File: config.mk
export PLATFORM = sky130hd
export DESIGN_NAME = bd_horn_encoder
export DESIGN_NICKNAME = d
export VERILOG_FILES = /design/src/rtl/bd_horn_encoder.sv
export SDC_FILE = /design/constraint.sdc
export NUM_CORES = 1
export LEC_CHECK = 0
export ABC_AREA = 0
export BUFFER_PORTS_ARGS = -buffer_cell sky130_fd_sc_hd__buf_2
export CORE_ASPECT_RATIO = 1.25
export CORE_UTILIZATION = 59
export CTS_BUF_LIST = sky130_fd_sc_hd__clkbuf_8
export DETAILED_ROUTE_END_ITERATION = 16
export PLACE_DENSITY = 0.86
export SYNTH_ARGS = -nofsm -noshare
export SYNTH_HDL_FRONTEND = slang
export SYNTH_SLANG_ARGS = --single-unit
File: constraint.sdc
create_clock -name clk -period 5.5 [get_ports clk]
set_input_delay 1.1 -clock clk [delete_from_list [all_inputs] [get_ports clk]]
set_output_delay 1.1 -clock clk [all_outputs]
set_load 0.03 [all_outputs]
File: src/rtl/bd_horn_encoder.sv
// Host-to-BD encoder: one {leaf code, payload} in, one or more 21-bit {route | chunk} BD words out.
// Optional error counter built only when BD_HORN_ENCODER_ERR_COUNT_EN is defined.
module bd_horn_encoder #(
   parameter int NBDin    = 21,
   parameter int Npayload = 48,
   parameter int Ncode    = 4
) (
   input  logic                clk,
   input  logic                reset,
   input  logic [Ncode-1:0]    in_leaf_code,
   input  logic [Npayload-1:0] in_payload,
   input  logic                in_v,
   output logic                in_a,
   output logic [NBDin-1:0]    out_d,
   output logic                out_v,
   input  logic                out_a,
   output logic                invalid_drop,
   output logic [15:0]         err_count
);

   typedef enum logic {IDLE, SEND} state_t;

   typedef struct packed {
      logic [NBDin-1:0] route;
      logic [1:0]       words;
      logic [4:0]       w;
   } leaf_t;

   // Route pre-shifted to the MSBs so the chunk can simply be OR-ed below it.
   function automatic leaf_t leaf_info(input logic [2:0] code);
      leaf_t l;
      l = '0;
      case (code)
         3'd0: begin l.route = 21'h000000; l.words = 2'd1; l.w = 5'd20; end
         3'd1: begin l.route = 21'h100000; l.words = 2'd1; l.w = 5'd18; end
         3'd2: begin l.route = 21'h140000; l.words = 2'd2; l.w = 5'd17; end
         3'd3: begin l.route = 21'h160000; l.words = 2'd1; l.w = 5'd17; end
         3'd4: begin l.route = 21'h180000; l.words = 2'd3; l.w = 5'd16; end
         3'd5: begin l.route = 21'h190000; l.words = 2'd3; l.w = 5'd16; end
         3'd6: begin l.route = 21'h1A0000; l.words = 2'd1; l.w = 5'd17; end
         default: begin l.route = 21'h1C0000; l.words = 2'd1; l.w = 5'd17; end
      endcase
      return l;
   endfunction

   state_t                state_q, state_d;
   logic [1:0]            idx_q, idx_d;
   logic                  rdy_q;
   logic                  drop_q;
   logic [2:0]            code_q;
   logic [Npayload-1:0]   payload_q;
   logic                  load;
   logic                  in_hs;
   logic                  code_ok;
   logic                  last;
   leaf_t                 lq;
   logic [5:0]            shamt;
   logic [NBDin-1:0]      chunk;
   logic [NBDin-1:0]      mask;

   assign in_hs   = in_v & in_a;
   assign code_ok = ~|in_leaf_code[Ncode-1:3];
   assign lq      = leaf_info(code_q);
   assign last    = (idx_q == lq.words - 2'd1);
   assign shamt   = 6'(idx_q) * 6'(lq.w);
   assign chunk   = NBDin'(payload_q >> shamt);
   assign mask    = (NBDin'(1) << lq.w) - NBDin'(1);

   always_ff @(posedge clk or negedge reset) begin
      if (!reset) begin
         state_q <= IDLE;
         idx_q   <= 2'd0;
         rdy_q   <= 1'b0;
         drop_q  <= 1'b0;
      end else begin
         state_q <= state_d;
         idx_q   <= idx_d;
         rdy_q   <= 1'b1;
         drop_q  <= in_hs & ~code_ok;
      end
   end

   always_ff @(posedge clk) begin
      if (load) begin
         code_q    <= in_leaf_code[2:0];
         payload_q <= in_payload;
      end
   end

   always_comb begin
      state_d = state_q;
      idx_d   = idx_q;
      load    = 1'b0;
      in_a    = 1'b0;
      out_v   = 1'b0;
      out_d   = '0;
      case (state_q)
         IDLE: begin
            in_a = rdy_q;
            if (in_v && rdy_q && code_ok) begin
               load    = 1'b1;
               idx_d   = 2'd0;
               state_d = SEND;
            end
         end
         SEND: begin
            out_v = 1'b1;
            out_d = lq.route | (chunk & mask);
            if (out_a) begin
               if (last) begin
                  // Last word frees the input in the same cycle so single-word leaves stream back to back.
                  in_a  = 1'b1;
                  idx_d = 2'd0;
                  if (in_v && code_ok) load = 1'b1;
                  else                 state_d = IDLE;
               end else begin
                  idx_d = idx_q + 2'd1;
               end
            end
         end
         default: state_d = IDLE;
      endcase
   end

   assign invalid_drop = drop_q;

`ifdef BD_HORN_ENCODER_ERR_COUNT_EN
   leaf_t       li;
   logic [5:0]  limit;
   logic        excess;
   logic [15:0] err_q;

   assign li     = leaf_info(in_leaf_code[2:0]);
   assign limit  = 6'(li.words) * 6'(li.w);
   assign excess = |(in_payload >> limit);

   always_ff @(posedge clk or negedge reset) begin
      if (!reset)
         err_q <= 16'd0;
      else if (in_hs && (!code_ok || excess) && err_q != 16'hFFFF)
         err_q <= err_q + 16'd1;
   end

   assign err_count = err_q;
`else
   assign err_count = 16'd0;
`endif

endmodule

== Yosys cells after proc, flatten, opt, wreduce, memory -nomap -nowiden ==
Index checks and enable logic that the tools add are counted.

* Bitwise gates (word level): 5
* Shift-type cells: 2
* Eq/ne operators: 9
* Mux-type cells: 18
* Add/sub/neg operators: 3
* Multiply operators: 1
* Reductions and logical operators: 6

{| class="wikitable"
|+ Operators with widths
! cell !! number
|-
| 28-bit one-hot mux with 7 select lines || 1
|-
| 48-bit by 6-bit >> shifter with 21-bit output || 1
|-
| 21-bit bitwise AND || 1
|-
| 21-bit two-way mux || 1
|-
| 21-bit OR || 1
|-
| 1-bit by 5-bit << shifter with 21-bit output, first input constant || 1
|-
| 21-bit by 2-bit subtractor with 21-bit output, second input constant || 1
|-
| 3-bit == test, second input constant || 3
|-
| 1-bit two-way mux || 9
|-
| 3-bit by 2-bit == test with 1-bit output, second input constant || 2
|-
| 2-bit by 5-bit multiplier with 6-bit output || 1
|-
| 2-bit two-way mux || 3
|-
| 1-bit one-hot mux with 2 select lines || 3
|-
| 2-bit != test, second input constant || 2
|-
| 2-bit one-hot mux with 2 select lines || 1
|-
| 3-bit by 1-bit == test with 1-bit output, second input constant || 1
|-
| 1-bit logical AND || 3
|-
| 3-bit logical NOT || 1
|-
| 2-bit by 1-bit adder with 2-bit output, second input constant || 1
|-
| 1-bit bitwise AND || 2
|-
| 2-bit == test || 1
|-
| 2-bit AND reduction || 1
|-
| 2-bit by 1-bit subtractor with 2-bit output, second input constant || 1
|-
| 1-bit logical NOT || 1
|-
| 1-bit NOT || 1
|}

* Output and inout bits: 40
* Bits of input ports: 56
* Word-level logic and storage cells: 50
* Bits in registers: 56

== Logic depth before layout (Yosys ltp) ==
Gate-level depths: netlist (run 1).

* Depth in word-level cells: 9
* Gate-level depth with buffers: 15

== Worst setup path after synthesis (run 1) ==
OpenSTA, ideal clock, no wires.

* Path type: register to output
* Start point: reg code_q[1]
* End point: out out_d[4]
* Setup slack: 0.531 ns
* Data required time: 4.400 ns
* Stages on the path, launching flop included: 13
* Arrival: 3.869 ns
* Buffers on the path: 4
* Path through: edfxtp_1 clkbuf_1 nor3b_1 and2_1 inv_1 fa_1 buf_2 buf_1 clkbuf_1 nor2_1 a311oi_1 o211ai_1 o31ai_1

* Cells in the longest elaborated chain, start to end: 7

{| class="wikitable"
|+ Ends and longest elaborated chain
! element !! RTL line !! RTL
|-
| from (decl) || 50 || <nowiki>logic [2:0] code_q;</nowiki>
|-
| from (signal assigned) || 85 || <nowiki>code_q <= in_leaf_code[2:0];</nowiki>
|-
| 3-bit == test (tied with other cells) || 33 || <nowiki>case (code)</nowiki>
|-
| 28-bit one-hot mux with 7 select lines * || 33 ||
|-
| 2-bit by 5-bit multiplier with 6-bit output or 1-bit by 5-bit << shifter with 21-bit output (tied branches) || 65, 67 ||
|-
| 48-bit by 6-bit >> shifter with 21-bit output or 21-bit by 2-bit subtractor with 21-bit output (tied branches) || 66, 67 ||
|-
| 21-bit bitwise AND * || 108 || <nowiki>out_d = lq.route | (chunk & mask);</nowiki>
|-
| 21-bit OR * || 108 ||
|-
| 21-bit two-way mux * || 97 || <nowiki>case (state_q)</nowiki>
|-
| to (decl) || 14 || <nowiki>output logic [NBDin-1:0] out_d,</nowiki>
|}

Every way passes the cells marked *; elsewhere a longest branch is shown, timed or not.

== Final worst setup path (run 1) ==
* Start point: reg code_q[1]
* End point: out out_d[11]

The elaborated chain is that of the path after synthesis.

==> results of run 1 <==
worst reg2reg max path, cell delays in order, from the launching register on:
cell and delay [ns]:
dfrtp_1 0.38, buf_4 0.30, nand2b_1 0.19, or4_1 0.46
a21boi_0 0.30, mux2_2 0.23, and2_2 0.91
how the worst min path moves through the flow:
stage | startpoint | end | cells after the start
2_1_floorplan | rdy_q | state_q | 2
3_3_place_gp | rdy_q | state_q | 2
3_5_place_dp | rdy_q | state_q | 2
4_1_cts | reset | rdy_q | 1
5_1_grt | reset | rdy_q | 1
6_report | reset | rdy_q | 1
metrics by stage:
step / power, uW / hold slack, ns / setup slack [ns] / cells
6_report: 2180 / 0.567 / 0.104 / 732
2_1_floorplan: 1520 / 0.530 / 0.531 / 557
3_3_place_gp: 1870 / 0.549 / 0.584 / 720
3_5_place_dp: 1890 / 0.620 / 0.501 / 720
5_1_grt: 2270 / 0.568 / 0.00457 / 732
4_1_cts: 2150 / 0.570 / 0.0949 / 728
flip-flops by register name (all words and copies together), names as in the netlist:
register,count
code_q,3
idx_q,2
invalid_drop,1
payload_q,48
rdy_q,1
state_q,1
timing repair:
action | in CTS | in global routing
endpoints found under the hold margin | 0 | 0
setup endpoints to repair | 0 | 4
gates resized for setup | 0 | 1
setup buffers | 0 | 4
cells by family (layout without fill, tap and decap cells):
group | after synthesis | in the layout | synth area share (%)
mux | 95 | 95 | 24.3
flops | 56 | 56 | 31.0
compound gates | 139 | 139 | 19.4
buf+inv | 72 | 127 | 7.36
simple gates | 170 | 170 | 15.6
other cells | 2 | 17 | 0.141
fa+ha+maj | 4 | 4 | 1.08
xor+xnor | 4 | 4 | 1.15
cells in the final DEF, fill, tap and decap left out, drive strengths merged, types with 16 or more instances in the layout:
cell type / n
mux2i: 54
nand2: 67
a211oi: 17
o21ai: 16
edfxtp: 51
mux4: 26
conb: 17
a21oi: 26
buf: 106
nor2: 34
layer usage:
metal	global-route usage, %	up-vias
li1	-	2203
met1	46.0	2397
met2	60.1	367
met3	6.41	77
met4	20.0	0
met5	0	-
cell type report:
class,count,share of cell area (%)
timing repair buffer,107,10.6
clock buffer,5,1.16
clock inverter,3,0.653
multi-input combinational,429,56.4
sequential,56,27.9
tap,120,2.53
inverter,12,0.759
power groups by stage:
stage                     registers, uW  clock network (uW)  logic, uW
after floorplan                     545                   0        970
after global placement              560                   0       1310
after detailed placement            562                   0       1320
after CTS                           553                 271       1330
after global routing                559                 282       1420
final                               554                 269       1360
==> impl_metrics.json, run 1 <==
{
  "remaining_drc_errors": 0,
  "syn-mean-instance-area_um2": 9.85,
  "ff_latch_area_mm2": 0.00166,
  "clk_pin_slew_ns": 0.10,
  "slew_headroom_pct": 21.6,
  "grt_pass1_wl_mm": 25.6,
  "rsz0062_at_grt": "no",
  "pwr_density_cell_mw_per_mm2": 368,
  "die-area_mm2": 0.00943,
  "grt_pass1_vias": 4721,
  "async_flop_share_pct": 8.93,
  "dpl_cell_area_mm2": 0.00580,
  "synth_area_leaders": "edfxtp_1 (29%), mux4_2 (11%), mux2i_1 (10%), nand2_1 (4.6%), mux2_2 (3.2%)",
  "grt_usage_pct": 36.7,
  "critPathCapture": "out_d[11]",
  "power_switching_uw": 1050,
  "synth_most_common_cell": "nand2_1",
  "syn_to_final_growth_pct": 11.2,
  "synthTopCellsByCount": "nand2_1 (65), mux2i_1 (54), edfxtp_1 (51), nor2_1 (32)",
  "gp_congestion": 1.10,
  "portBuffers": 79,
  "clock_path_buffers": 2,
  "ios": 96,
  "synthFlopType": "edfxtp_1",
  "utilization_pct": 67.8,
  "die_h_um": 108,
  "skew_ns": 0.0139,
  "insertion_delay_ns": 0.33,
  "grt.overflow.total": 0,
  "regToRegStartpoint": "idx_q[0]",
  "period_share_pct": 98.1,
  "m1WireLength_mm": 6.44,
  "hold_class": "input port to asynchronous set/reset pin",
  "max-vdd-ir-drop_mv": 0.218,
  "run_status": "completed",
  "crit_top_cell": "mux2i_1",
  "root_buffer": "clkbuf_8",
  "cts_sinks": 56,
  "cp_num_buf_inv": 5,
  "fp.dieW_um": 87.1,
  "fin_nets": 671,
  "route.met2.wl_mm": 8.12,
  "yosys_warnings": 0,
  "ys_seq_area_share_pct": 31.0,
  "routedWlPerCell_um": 23.1,
  "routed-wl-met3_mm": 1.52,
  "ant_nets": 0,
  "required_ns": 4.40,
  "synth-seq-cells": 56,
  "start_util_pct": 61.0,
  "core_area_mm2": 0.00875,
  "p_comb_share_pct": 62.3,
  "holdBufCountCts": 0,
  "p_int_uw": 1130,
  "fill_cells": 687,
  "num_vias": 5044,
  "routed.top_layer": "met4",
  "synth_cells": 542,
  "layout-drive-gt1-share_pct": 28.4,
  "postLayoutCellArea_mm2": 0.00594,
  "r2r_end": "payload_q[30]",
  "path_class": "flip-flop to primary output",
  "max_freq_ghz": 0.185,
  "path_depth": 14,
  "tritoncts": "done",
  "slowest_delay_ns": 0.69,
  "cpMaxStageDelayCell": "fa_2",
  "hold_viol_final": 0,
  "dr.pass1.iters": 5,
  "slew_viol_final": 0,
  "cts_max_level": 2,
  "grt_antenna_before_repair": 0,
  "startpoint": "code_q[1]",
  "ys_types": 78,
  "seq_power_share_pct": 25.4,
  "layout_min_cycle_time_ns": 5.40,
  "r2r_cells": 6,
  "routed_via_density": 6.89,
  "syn_area_mm2": 0.00534,
  "cp-end-kind": "primary output",
  "rows": 38,
  "pwr-share-clk_pct": 12.3,
  "multi_input_area_mm2": 0.00335,
  "cap_viol_max_count": 0,
  "cts_buffers": 5,
  "synth-edff-count": 51,
  "cp_max_fo": 18,
  "grt_max_degree": 52,
  "ff2ff_setup_slack_ns": 2.30,
  "drtIter0Drc": 461,
  "setup_violations": 0,
  "path_cells": "nand4bb_1 -> inv_1 -> ha_1 -> inv_1 -> fa_2 -> buf_12 -> buf_4 -> mux2i_1 -> mux2i_1 -> mux2i_1 -> mux2_2 -> a221o_1 -> o22ai_1 -> buf_2",
  "worstMarginPinSlew_ns": 1.18,
  "leakage_uw": 0.00257,
  "worst_setup_path_start_kind": "flip-flop",
  "p_sw_share_pct": 48.1,
  "dpl.hpwl_mm": 13.0,
  "arrival_ns": 4.30,
  "routed_wl_mm": 16.9,
  "synth_area_leader_cell": "edfxtp_1",
  "diodes": 0,
  "yosysTopAreaCellShare_pct": 28.7,
  "cpLargestDelayFamily": "adder cells",
  "fin_tns_setup_ns": 0
}
Power figures use the tool's default switching activity.
==> run 2, diff against run 1 <==
--- a/config.mk
+++ b/config.mk
@@ -8,10 +8,10 @@
 export ABC_AREA = 0
 export BUFFER_PORTS_ARGS = -buffer_cell sky130_fd_sc_hd__buf_2
 export CORE_ASPECT_RATIO = 1.25
-export CORE_UTILIZATION = 59
+export CORE_UTILIZATION = 53
 export CTS_BUF_LIST = sky130_fd_sc_hd__clkbuf_8
 export DETAILED_ROUTE_END_ITERATION = 16
-export PLACE_DENSITY = 0.86
+export PLACE_DENSITY = 0.81
 export SYNTH_ARGS = -nofsm -noshare
 export SYNTH_HDL_FRONTEND = slang
 export SYNTH_SLANG_ARGS = --single-unit
==> constraint.sdc (replaced) <==
create_clock -name clk -period 4.95 [get_ports clk]
set_input_delay 0.99 -clock clk [delete_from_list [all_inputs] [get_ports clk]]
set_output_delay 0.99 -clock clk [all_outputs]
set_load 0.03 [all_outputs]
==> run 2 against run 1 <==
Core utilization down 3.8 points. Combinational power up 16%. Flip-flop and latch count unchanged. Critical path depth up 1. Final cell count up 3.0%. Via count up 2.7%. First-iteration DRC count up 5.4%. Clock skew up 0.0012 ns. Setup slack worse by 0.060 ns. Largest cell class unchanged. Largest power group unchanged.
==> impl_metrics.json, run 2 (same netlist as run 1, synthesis figures left out) <==
{
  "run_status": "completed",
  "dpl.hpwl_mm": 13.6,
  "timing.final.ws_setup_ns": 0.0435,
  "ant_nets": 0,
  "fp.dieW_um": 91.8,
  "fin_nets": 688,
  "largest_reg_flops": 48,
  "rows": 40,
  "slew_headroom_pct": 21.3,
  "dr.pass1.iters": 5,
  "clk_pin_slew_ns": 0.11,
  "ios": 96,
  "holdBufCountCts": 0,
  "setup_violations": 0,
  "layout_commonest_cell": "buf_2",
  "remaining_drc_errors": 0,
  "grt.overflow.total": 0,
  "dp_slack_ns": 0.293,
  "drtIter0Drc": 486,
  "max_freq_ghz": 0.204,
  "cp-end-kind": "primary output",
  "cts_buffers": 5,
  "utilization_pct": 64.1,
  "core_area_mm2": 0.00971,
  "top_register": "payload_q",
  "cts_sinks": 56,
  "routedWlPerCell_um": 24.0,
  "rsz0062_at_grt": "yes",
  "clock_path_buffers": 2,
  "worst_setup_path_start_kind": "flip-flop",
  "skew_ns": 0.0151,
  "routed_via_density": 6.87,
  "grt_usage_pct": 34.5,
  "leakage_uw": 0.00267,
  "period_share_pct": 99.1,
  "grt_antenna_before_repair": 0,
  "cap_viol_max_count": 0,
  "grt_pass1_wl_mm": 27.3,
  "cp_max_fo": 14,
  "slew_viol_final": 0,
  "root_buffer": "clkbuf_8",
  "num_vias": 5179,
  "fin_tns_setup_ns": 0,
  "syn_to_final_growth_pct": 16.6,
  "start_util_pct": 55.0,
  "final_cell_mix": "buf_2 (77), nand2_1 (65), edfxtp_1 (51), mux2i_1 (46), buf_4 (43)",
  "max-vdd-ir-drop_mv": 0.210,
  "path_class": "flip-flop to primary output",
  "largest_registers": "payload_q (48), code_q (3), idx_q (2)",
  "insertion_delay_ns": 0.33,
  "die-area_mm2": 0.0105,
  "grt_max_degree": 52,
  "pwr_density_cell_mw_per_mm2": 411,
  "layout-drive-gt1-share_pct": 33.4,
  "tritoncts": "done",
  "arrival_ns": 3.92,
  "worstMarginPinSlew_ns": 1.18,
  "grt_pass1_vias": 4871,
  "portBuffers": 79,
  "hold_viol_final": 0,
  "cts_max_level": 2,
  "layout_min_cycle_time_ns": 4.91,
  "routed_wl_mm": 18.1,
  "required_ns": 3.96,
  "gp_congestion": 0.984,
  "diodes": 0,
  "die_h_um": 114,
  "hold_class": "input port to asynchronous set/reset pin"
}
run 2: cell types whose count changed in the layout (fill, tap and decap cells not counted), moves of 2 or more:
| cell | change |
|---|---|
| nor3_1 | -2 |
| nor3_2 | +2 |
| mux2i_1 | -8 |
| buf_2 | -2 |
| inv_1 | -2 |
| buf_4 | +18 |
| mux2i_2 | +7 |
run 2: cell type report:
class	instances	area, um^2
multi-input combinational	429	3450
inverter	12	45.0
clock inverter	2	60.1
clock buffer	5	68.8
timing repair buffer	124	785
tap	126	158
sequential	56	1660
fill	822	3490
run 2: routing by layer:
layer  track usage [%]  routed length (um)  vias up
met1              44.7                6960     2516
met4              14.4                 687        0
met5                 0                   0        -
met3              4.45                1570       54
met2              58.5                8900      377
li1                  -                   -     2232
run 2: worst max-delay path, stage by stage, from the launching register on:
cell       delay [ns]
edfxtp_1         0.46
buf_4            0.18
nand4bb_4        0.12
inv_1            0.10
ha_2             0.20
inv_1            0.06
fa_2             0.65
buf_12           0.18
inv_1            0.08
buf_6            0.16
mux4_2           0.35
mux2_2           0.33
nor3_2           0.16
a31oi_1          0.08
a32o_1           0.29
buf_2            0.18
run 2: final timing paths:
path | start | to | slack, ns | cells past startpoint
worst max-delay path | code_q[0] | out_d[14] | 0.04 | 15
worst min register to register | rdy_q | state_q | 0.61 | 2
worst max register to register | code_q[0] | payload_q[37] | 1.55 | 7
min in group clk | rdy_q | state_q | 0.61 | 2
worst min-delay path | reset | invalid_drop | 0.46 | 1
max in group asynchronous | reset | rdy_q | 4.36 | 1
run 2: repair_timing:
action | in CTS | in global routing
setup endpoints to repair | 5 | 18
buffers inserted | 5 | 4
resized for setup | 1 | 24
gates cloned | 0 | 1
pin swaps | 0 | 1
run 2: report_power, final:
part           leakage (uW)  total (uW)  internal (uW)  switching (uW)
combinational       0.00207        1580            590             992
sequential         0.000531         620            564            56.2
clock             0.0000642         356            199             157
total               0.00267        2560           1350            1200
run 2: stage by stage:
step / cell area, um^2 / total power [uW] / hold WS (ns) / cells
2_1_floorplan: 5390 / 1680 / 0.530 / 557
3_3_place_gp: 5880 / 2100 / 0.556 / 737
3_5_place_dp: 5880 / 2100 / 0.580 / 737
4_1_cts: 6050 / 2460 / 0.462 / 749
5_1_grt: 6220 / 2660 / 0.465 / 754
6_report: 6220 / 2560 / 0.459 / 754
==> run 3, diff against run 2 <==
--- a/config.mk
+++ b/config.mk
@@ -5,13 +5,13 @@
 export SDC_FILE = /design/constraint.sdc
 export NUM_CORES = 1
 export LEC_CHECK = 0
-export ABC_AREA = 0
+export ABC_AREA = 1
 export BUFFER_PORTS_ARGS = -buffer_cell sky130_fd_sc_hd__buf_2
 export CORE_ASPECT_RATIO = 1.25
 export CORE_UTILIZATION = 53
 export CTS_BUF_LIST = sky130_fd_sc_hd__clkbuf_8
 export DETAILED_ROUTE_END_ITERATION = 16
-export PLACE_DENSITY = 0.81
+export PLACE_DENSITY = 0.82
 export SYNTH_ARGS = -nofsm -noshare
 export SYNTH_HDL_FRONTEND = slang
 export SYNTH_SLANG_ARGS = --single-unit
==> run 3 against run 2 <==
Critical path depth rose by 1. Highest routed layer unchanged. Final area fell by 11%. Critical path type unchanged. Setup slack improved by 0.27 ns. Maximum frequency rose by 5.9%. Synthesized cell count rose by 44%. Routed wire length fell by 14%. Largest power group unchanged. Synthesized area fell by 4.7%.
==> impl_metrics.json, run 3 <==
{
  "syn_to_final_growth_pct": 8.63,
  "cp-end-kind": "primary output",
  "grt_usage_pct": 32.6,
  "postLayoutCellArea_mm2": 0.00553,
  "skew_ns": 0.00831,
  "layout_min_cycle_time_ns": 4.63,
  "fin_cells": 951,
  "grt_pass1_wl_mm": 24.6,
  "routed-wl-met3_mm": 1.19,
  "max_freq_ghz": 0.216,
  "dpl.cell_count": 940,
  "tritoncts": "done",
  "portBuffers": 79,
  "root_buffer": "clkbuf_8",
  "num_vias": 5556,
  "r2r_end": "payload_q[31]",
  "leakage_uw": 0.00273,
  "p_sw_share_pct": 54.3,
  "max-vdd-ir-drop_mv": 0.207,
  "crit_top_cell": "inv_1",
  "synth_most_common_cell": "nand3_1",
  "p_comb_share_pct": 64.9,
  "utilization_pct": 59.9,
  "dpl.hpwl_mm": 12.1,
  "cts_buffers": 5,
  "yosys_warnings": 0,
  "rows": 39,
  "rsz0062_at_grt": "no",
  "period_share_pct": 93.6,
  "fill_cells": 928,
  "r2r_cells": 8,
  "slew_viol_final": 0,
  "synth-edff-count": 51,
  "run_status": "completed",
  "gp_congestion": 1.03,
  "clk_pin_slew_ns": 0.09,
  "top_register": "payload_q",
  "fin_tns_setup_ns": 0,
  "die-area_mm2": 0.0100,
  "cp_num_buf_inv": 6,
  "layout-drive-gt1-share_pct": 14.7,
  "diodes": 0,
  "yosysTopAreaCellShare_pct": 30.1,
  "grt_antenna_before_repair": 0,
  "final_cell_mix": "nand3_1 (278), nand2_1 (230), buf_2 (79), inv_1 (60), edfxtp_1 (51)",
  "fin_nets": 889,
  "p_int_uw": 1210,
  "pwr-share-clk_pct": 11.1,
  "worst_setup_path_start_kind": "flip-flop",
  "layout_commonest_cell": "nand3_1",
  "seq_power_share_pct": 24.0,
  "dpl_cell_area_mm2": 0.00539,
  "setup_violations": 0,
  "cpMaxStageDelayCell": "edfxtp_1",
  "fp.dieW_um": 89.6,
  "worstMarginPinSlew_ns": 0.951,
  "arrival_ns": 3.64,
  "die_h_um": 112,
  "remaining_drc_errors": 0,
  "routed.top_layer": "met4",
  "largest_registers": "payload_q (48), code_q (3), idx_q (2)",
  "cp_max_fo": 27,
  "required_ns": 3.96,
  "async_flop_share_pct": 8.93,
  "hold_viol_final": 0,
  "path_class": "flip-flop to primary output",
  "clock_path_buffers": 2,
  "cts_sinks": 56,
  "slowest_delay_ns": 0.50,
  "cts_max_level": 2,
  "regToRegStartpoint": "code_q[1]",
  "hold_class": "input port to asynchronous set/reset pin",
  "grt.overflow.total": 0,
  "drtIter0Drc": 636,
  "ios": 96,
  "routedWlPerCell_um": 16.4,
  "ant_nets": 0,
  "syn-mean-instance-area_um2": 6.54,
  "dr.pass1.iters": 5,
  "p_total_uw": 2640,
  "core_area_mm2": 0.00922,
  "power_switching_uw": 1430,
  "grt_max_degree": 52,
  "ys_seq_area_share_pct": 32.6,
  "ff2ff_setup_slack_ns": 2.42,
  "routed_via_density": 5.84,
  "largest_reg_flops": 48,
  "m1WireLength_mm": 6.14,
  "synth_cells": 778,
  "cap_viol_max_count": 0,
  "synth_area_leader_cell": "edfxtp_1",
  "synth_area_leaders": "edfxtp_1 (30%), nand3_1 (27%), nand2_1 (17%), inv_1 (4.4%), buf_4 (3.0%)",
  "path_cells": "inv_1 -> nand4_1 -> inv_1 -> ha_1 -> inv_1 -> fa_1 -> inv_1 -> nand4_1 -> nand2_4 -> inv_4 -> nor2_8 -> nand2_1 -> nand3_1 -> nand2_1 -> a21oi_1 -> buf_2",
  "cpLargestDelayFamily": "simple AND/OR/NAND/NOR gates",
  "pwr_density_cell_mw_per_mm2": 478,
  "slew_headroom_pct": 36.5,
  "insertion_delay_ns": 0.32,
  "grt_pass1_vias": 5093,
  "ys_types": 35,
  "routed_wl_mm": 15.6,
  "start_util_pct": 55.2,
  "route.met2.wl_mm": 7.51,
  "synthTopCellsByCount": "nand3_1 (278), nand2_1 (230), inv_1 (60), edfxtp_1 (51), a21oi_1 (24)",
  "syn_area_mm2": 0.00509,
  "synthFlopType": "edfxtp_1",
  "synth-seq-cells": 56
}
run 3: worst max path at each step:
stage / startpoint / end / cells after the start
finish: code_q[1] / out_d[6] / 16
floorplan: code_q[1] / code_q[0] / 8
global placement: code_q[1] / out_d[1] / 14
global route: code_q[1] / out_d[6] / 16
CTS: code_q[1] / out_d[9] / 16
detailed placement: code_q[1] / out_d[9] / 16
run 3: worst reg2reg max path, stage by stage (launching register included):
cell and delay (ns):
edfxtp_1 0.50, buf_4 0.19, nor2_1 0.24, xnor2_1 0.16, nand2_1 0.12, o22ai_1 0.15, inv_1 0.11, nor3_4 0.11
buf_4 0.52
run 3: routing by layer:
layer,track usage [%],vias to the layer above
met5,0,-
met4,16.3,0
met3,5.78,65
met2,53.9,284
met1,39.8,2526
li1,-,2681
run 3: layout make-up:
class,count,area [um^2],share of cell area (%)
well taps,123,154,2.78
inverters,66,250,4.53
multi-input cells,605,2850,51.6
flip-flops and latches,56,1660,30.0
repair buffers,95,515,9.33
clock inverters,1,30.0,0.543
clock buffers,5,68.8,1.24
run 3: timing repair:
action,in CTS,in global routing
setup buffers,0,5
gates resized for setup,0,0
endpoints found under the setup margin,0,15
hold buffers,0,0
hold endpoints to repair,0,0
run 3: cell families after synthesis:
kind of cell | after synthesis | synth area share [%]
xor+xnor | 3 | 0.516
compound gates | 42 | 4.57
flops | 56 | 32.6
simple gates | 539 | 48.4
fa+ha+maj | 4 | 1.13
other cells | 2 | 0.148
buf+inv | 132 | 12.7
run 3: power groups by stage:
| stage | Clock [uW] | Combinational [uW] | Sequential (uW) |
|---|---|---|---|
| 2_1_floorplan | 0 | 1310 | 607 |
| 3_3_place_gp | 0 | 1670 | 642 |
| 3_5_place_dp | 0 | 1680 | 644 |
| 4_1_cts | 296 | 1690 | 633 |
| 5_1_grt | 309 | 1880 | 642 |
| 6_report | 292 | 1710 | 633 |
run 3: per-stage QoR:
step                      hold WS [ns]  worst slack (ns)
after floorplan                  0.506             0.683
after global placement           0.533             0.709
after detailed placement         0.548             0.576
after CTS                        0.462             0.216
after global routing             0.470            0.0431
final                            0.459             0.315
